===== config.mk =====
export PLATFORM = sky130hd
export DESIGN_NAME = resultado_display7seg
export DESIGN_NICKNAME = d
export VERILOG_FILES = /design/src/rtl/resultado_display7seg.sv
export SDC_FILE = /design/constraint.sdc
export NUM_CORES = 1
export LEC_CHECK = 0
export CAP_MARGIN = 20
export CORE_ASPECT_RATIO = 0.7
export CORE_MARGIN = 3
export CORE_UTILIZATION = 55
export DETAILED_ROUTE_END_ITERATION = 6
export PLACE_DENSITY = 0.71
export SLEW_MARGIN = 20
export SYNTH_ARGS = -nofsm -noshare
export SYNTH_HDL_FRONTEND = slang
export SYNTH_SLANG_ARGS = --single-unit
export TNS_END_PERCENT = 10

===== constraint.sdc =====
create_clock -name clk_100M -period 4.6 [get_ports clk_100M]
set_input_delay 0.92 -clock clk_100M [delete_from_list [all_inputs] [get_ports clk_100M]]
set_output_delay 0.92 -clock clk_100M [all_outputs]
set_load 0.1 [all_outputs]

===== src/rtl/resultado_display7seg.sv =====
// Two-digit multiplexed 7-segment driver for the 5-bit adder result.
// Captures the input once per scan frame and converts it to BCD with a serial double-dabble.
module resultado_display7seg #(
    parameter int unsigned REFRESH_DIV = 100000
) (
    input  logic       clk_100M,
    input  logic       rst_n,
    input  logic [3:0] c,
    input  logic       carry_out,
    output logic [6:0] seg,
    output logic [1:0] an,
    output logic       dp
);

    localparam int unsigned CntW = (REFRESH_DIV > 1) ? $clog2(REFRESH_DIV) : 1;
    localparam logic [CntW-1:0] CntLast = CntW'(REFRESH_DIV - 1);

    typedef enum logic [0:0] {StIdle, StConv} state_e;

    state_e          state_q, state_d;
    logic [CntW-1:0] cnt_q, cnt_d;
    logic            sel_q, sel_d;
    logic            start_pend_q, start_pend_d;
    logic [4:0]      shreg_q, shreg_d;
    logic [7:0]      bcd_q, bcd_d;
    logic [2:0]      it_q, it_d;
    logic [3:0]      tens_q, tens_d;
    logic [3:0]      units_q, units_d;
    logic            valid_q, valid_d;
    logic [6:0]      seg_d;
    logic [1:0]      an_d;
    logic            cnt_wrap;
    logic            frame_wrap;
    logic [7:0]      bcd_adj;
    logic [7:0]      bcd_shift;

    function automatic logic [6:0] enc(input logic [3:0] d);
        logic [6:0] s;
        case (d)
            4'd0:    s = 7'h40;
            4'd1:    s = 7'h79;
            4'd2:    s = 7'h24;
            4'd3:    s = 7'h30;
            4'd4:    s = 7'h19;
            4'd5:    s = 7'h12;
            4'd6:    s = 7'h02;
            4'd7:    s = 7'h78;
            4'd8:    s = 7'h00;
            4'd9:    s = 7'h10;
            default: s = 7'h7F;
        endcase
        return s;
    endfunction

    assign dp = 1'b1;

    always_comb begin
        cnt_wrap   = (cnt_q == CntLast);
        frame_wrap = cnt_wrap && sel_q;
        cnt_d      = cnt_wrap ? '0 : cnt_q + CntW'(1);
        sel_d      = cnt_wrap ? ~sel_q : sel_q;
    end

    // Double-dabble step: correct nibbles >= 5, then shift in the next binary bit.
    always_comb begin
        bcd_adj[7:4] = (bcd_q[7:4] >= 4'd5) ? bcd_q[7:4] + 4'd3 : bcd_q[7:4];
        bcd_adj[3:0] = (bcd_q[3:0] >= 4'd5) ? bcd_q[3:0] + 4'd3 : bcd_q[3:0];
        bcd_shift    = 8'({bcd_adj, shreg_q[4]});
    end

    always_comb begin
        state_d      = state_q;
        start_pend_d = start_pend_q;
        shreg_d      = shreg_q;
        bcd_d        = bcd_q;
        it_d         = it_q;
        tens_d       = tens_q;
        units_d      = units_q;
        valid_d      = valid_q;
        unique case (state_q)
            StIdle: begin
                if (start_pend_q) begin
                    shreg_d      = {carry_out, c};
                    bcd_d        = '0;
                    it_d         = '0;
                    start_pend_d = 1'b0;
                    state_d      = StConv;
                end
            end
            StConv: begin
                bcd_d   = bcd_shift;
                shreg_d = {shreg_q[3:0], 1'b0};
                it_d    = it_q + 3'd1;
                if (it_q == 3'd4) begin
                    tens_d  = bcd_shift[7:4];
                    units_d = bcd_shift[3:0];
                    valid_d = 1'b1;
                    state_d = StIdle;
                end
            end
            default: state_d = StIdle;
        endcase
        // A frame request arriving mid-conversion stays pending until the FSM is idle.
        if (frame_wrap) start_pend_d = 1'b1;
    end

    always_comb begin
        an_d  = 2'b11;
        seg_d = 7'h7F;
        if (valid_q) begin
            if (!sel_q) begin
                an_d  = 2'b10;
                seg_d = enc(units_q);
            end else if (tens_q != 4'd0) begin
                an_d  = 2'b01;
                seg_d = enc(tens_q);
            end
        end
    end

    always_ff @(posedge clk_100M or negedge rst_n) begin
        if (!rst_n) begin
            state_q      <= StIdle;
            cnt_q        <= '0;
            sel_q        <= 1'b0;
            start_pend_q <= 1'b1;
            shreg_q      <= '0;
            bcd_q        <= '0;
            it_q         <= '0;
            tens_q       <= '0;
            units_q      <= '0;
            valid_q      <= 1'b0;
            an           <= 2'b11;
            seg          <= 7'h7F;
        end else begin
            state_q      <= state_d;
            cnt_q        <= cnt_d;
            sel_q        <= sel_d;
            start_pend_q <= start_pend_d;
            shreg_q      <= shreg_d;
            bcd_q        <= bcd_d;
            it_q         <= it_d;
            tens_q       <= tens_d;
            units_q      <= units_d;
            valid_q      <= valid_d;
            an           <= an_d;
            seg          <= seg_d;
        end
    end

endmodule

# Word-level counts from Yosys, hierarchy flattened
# Memories as Yosys holds them, arrays and structs flattened.
# Index checks and enable logic that the tools add are counted.
# word_totals
elab_cells	49
ramBits	0
rom_bits	224
register_bits	54
inputBits	7
memories	2
output_inout_bits	10
latchBits	0
# memory_table
memory	depth	word_bits	rd	rd_clocked_by_memory_dff	wr	line_no	source
(name not given)	16	7	1	0	0	39	case (d)
(name not given)	16	7	1	0	0	39	
# classes
mux	20
multipliers	0
bitwise_logic	2
eq_ne	4
n_addsub	4
n_div	0
magnitude_cmp	2
shift	0
n_reduce_logical	3
# op_table
cell	n
$mux 7	3
$add 17x1->17 const B	1
$eq 17x17->1 const B	1
$mux 17	1
$pmux 8 s2	1
$pmux 5 s2	1
$ge 4x3->1 const B	2
$mux 8	1
$mux 2	3
$mux 3	2
$pmux 3 s2	1
$mux 5	1
$add 4x2->4 const B	1
$mux 1	4
$mux 4	1
$reduce_bool 4->1	1
$add 3x1->3 const B	1
$add 3x2->3 const B	1
$eq 3x3->1 const B	1
$ne 2x1->1 const B	1
$ne 2x2->1 const B	1
$not 1->1	2
$pmux 1 s2	1
$reduce_and 2->1	1
$logic_and 1x1->1	1

# Logic depth before layout (Yosys ltp)
# depth
ltp_word	4
mapped_depth	7

# Least setup slack after synthesis
# Ideal clock, no wire load.
# synth_path
kind	register -> output
start	register an[0]
end	output an[0]
n_path_buf	0
path_slack_ns	2.857
stages_incl_launch_ff	1
arrival_time_ns	0.823
path_cell_list	dfstp_2
# synth_lines
item	line_no	source
from (decl)	11	output logic [1:0] an,
from (signal assigned)	146	an <= an_d;
# No word-level cell between the ends.

# Final worst setup path
# layout_path
start	register an[1]
end	output an[1]
# No word-level cell between the ends.

==> metrics list <==
- The run finished with clean final reports.
* Filler cell count: 416
- Post-CTS Repair Setup Buffers: 0
- The worst setup path is of the reg -> out kind.
* Die width: 92.1 um
- The worst-case IR drop observed on VDD is 0.174 mV.
- In the synthesized netlist the dominant register cell turns out to be dfrtp_1.
* Cell leakage power: 1.40 nW
- Global-route congestion overflow total: 0
* Hold violation total from the final report: 0
* Net count reported at finish: 309
- Counting flops with a built-in enable in the synthesized netlist gives 0.
* Largest net degree at the start of global routing: 55
* Die ar.: 6100 um^2
- STA classifies the critical path startpoint as a register.
- Input and output buffers added on the ports amount to 15.
- CP max FO: 1
* Pin slew with the least headroom to its limit: 1.03 ns
- The floorplan step set the die height to 66.3 um.
* Max-cap viol count: 0
* Placer congestion estimate: 0.786
- Final critical-path required period: 2.88 ns
* Delay of the slowest cell on the worst path: 1.13 ns
- Upper clock frequency limit: 347 MHz
- Required time worst endpoint: 3.68 ns
- Final sum of negative setup slack: 0 ns
- Root buffer cell: clkbuf_8
- Setup crit start: an[1]
- Placed wire-length estimate: 3.40 mm
* Reg2Reg Depth: 2
* Final Routed Wirelength: 4.92 mm
- The synthesized design contains 54 register bits.
- The worst pin sits at a relative slew slack of 31.3%.
- TritonCTS built the clock tree.
* Max Root-Sink Buffers: 2
* Share of flip-flops with an asynchronous set or reset after synthesis: 100%
* Starting Density: 58.4%
- Clk_skew: 0.0144 ns
- In this run the power density over the cells is 277 nW/um^2.
- Sequential cells were found to cover 47.8% of the synthesized design area.
* Biggest area contributors in the synthesized netlist: dfrtp_1 39%, dfstp_2 9.2%, ha_1 7.5%
- The clock tree synthesis step divided the H-tree into 2 levels.
* Placeable core region: 4890 um^2
* Netlist cell types: 50
* Count of vias placed by the detailed router: 1,897
- Synthesized Nets: 299
- Avg Synthesized Cell Area: 10.4 um^2
- DRC violations left: 0
- In the final layout, the share of cells above drive strength 1 is 10.8%.
- Average detailed-routed wire length per instance: 13.9 um
- Global routing consumed, over all layers together, 18.0% of the routing resources.
- Cell family with most CP delay: buffers and inverters
- Setup violations remaining at the end of the flow were counted as 0.
- Post-route insts no fill: 355
* Hold-fix buffers, CTS: 0
- Compared with the post-synthesis result, the final layout area differs by 11.4%.
- The share of synthesized area in the top cell type comes to 38.6%.
- Total standard cell area after synthesis: 2850 um^2
* Final period util: 62.7%
- Synth area leader: dfrtp_1
* Diode insertion count for antenna repair: 0
- Internal reg-to-reg setup slack: 2.30 ns
- TritonRoute pass-1 iters: 4
* Critical register-to-register path endpoint: units_q[2]
* Number of antenna violations at the first check in global routing: 0
- Reg-to-reg critical path startpoint: state_q
* Number of antenna-violating nets in the routed design: 0
* Unrepaired setup endpoints after global routing: no
- Once the clock tree was built, the resizer swapped 0 gates to a different size.
- Data arrival time of the critical path: 1.96 ns
- Yosys warns: 0
- Total CTS buffers: 5
- Clock Pin Slew Worst Setup and Hold Paths: 0.10 ns
* Total clock sinks: 54
* Slowest-stage cell, CP: clkdlybuf4s50_1
- Counting both buffers and inverters, the worst setup path holds a total of 1.
- Row generation in the floorplan step produced 21 rows.
* Total number of cells along the worst setup path: 1
- 17 I/O pins were placed.
- The final max-slew violation count is 0.
* Number of instances in the placed design: 347
- Path type of the worst min-delay path: reg -> reg
- Sorting the synthesized cells by how often they occur yields 44 x dfrtp_1, 20 x nand2_1, 19 x nor2_1, 19 x o21ai_0, 17 x ha_1.
- In the synthesized netlist, the number of instances is 275.
- Later-pin clock latency in the skew report: 0.31 ns
- The first routing iteration left 143 violations.
* Number of global-route vias before repair: 1,764
- The first global-routing pass estimated 8.70 mm of wire.
* Most frequently used cell type in the post-synthesis netlist: dfrtp_1
- Dividing the detail-routed via count by the number of cells gives 5.34.
- Hold path depth: 2
- STA classifies the critical path endpoint as an output port.
- The most critical setup path has its endpoint at an[1].
- Walking the worst path, the cells encountered are clkdlybuf4s50_1.
-- area by class of cell --
cell class | instances | area [um^2] | share of cell area [%]
clock buffers | 6 | 82.6 | 2.60
clock inverters | 2 | 60.1 | 1.89
inverters | 13 | 48.8 | 1.54
multi-input cells | 195 | 1380 | 43.5
flip-flops and latches | 54 | 1360 | 42.9
well taps | 69 | 86.3 | 2.72
repair buffers | 16 | 153 | 4.80
-- per-stage QoR --
step	setup slack (ns)	area [um^2]	util, %	hold slack, ns	total power, mW
CTS	1.70	3180	65.0	0.489	0.884
global placement	2.07	3030	61.9	0.464	0.502
finish	1.72	3180	65.0	0.490	0.879
global route	1.67	3180	65.0	0.519	0.904
detailed placement	2.04	3040	62.1	0.469	0.502
floorplan	2.86	2850	-	0.445	0.488
-- flip-flops by register name, summed over array words and instances (netlist names), 2 cells and up --
| name | count |
|---|---|
| cnt_q | 17 |
| bcd_q | 8 |
| it_q | 3 |
| seg | 7 |
| an | 2 |
| shreg_q | 5 |
| units_q | 4 |
| tens_q | 4 |
-- cell usage in the layout, fill, tap and decap left out, types with 10 or more instances in the layout --
cell type / Yosys / final
dfrtp_1: 44 / 44
nand2_1: 20 / 20
o21ai_0: 19 / 19
nor2_1: 19 / 19
ha_1: 17 / 17
clkdlybuf4s50_1: 0 / 14
inv_1: 12 / 12
mux2i_1: 12 / 12
nand2b_1: 11 / 11
a21oi_1: 11 / 11
xor2_1: 11 / 11
nand3_1: 10 / 10
dfstp_2: 10 / 10
-- power by group --
group / switching, mW / total, mW / leakage [nW] / internal (mW)
clock: 0.155 / 0.387 / 0.0714 / 0.232
combinational: 0.0129 / 0.0175 / 0.643 / 0.00460
sequential: 0 / 0.475 / 0.685 / 0.475
-- kinds of logic (layout without fill, tap and decap cells) --
family,Yosys count,after routing,synth area share [%]
DFF,54,54,47.8
adders and majority gates,17,17,7.45
buffers and inverters,26,37,4.03
xor gates and xnor gates,18,18,5.52
AOI/OAI and AO/OA,54,54,12.2
muxes,16,16,5.79
other,1,1,0.131
and+or+nand+nor,89,89,17.1
-- worst min path at each step --
stage          slack [ns]       start         end
3_5_place_dp         0.47  shreg_q[0]  shreg_q[1]
2_1_floorplan        0.44    cnt_q[0]    cnt_q[0]
3_3_place_gp         0.46  shreg_q[1]  shreg_q[2]
5_1_grt              0.52  shreg_q[0]  shreg_q[1]
4_1_cts              0.49    cnt_q[0]    cnt_q[0]
6_report             0.49  shreg_q[3]  shreg_q[4]
-- per-layer routing --
layer	share of wire [%]	track usage (%)	vias to the layer above
met2	41	25.7	33
met5	0	0	-
met1	54	27.3	886
met4	1.0	4.63	0
li1	-	-	971
met3	4.3	3.98	7
Note: power is estimated with default switching activity, not from simulation.
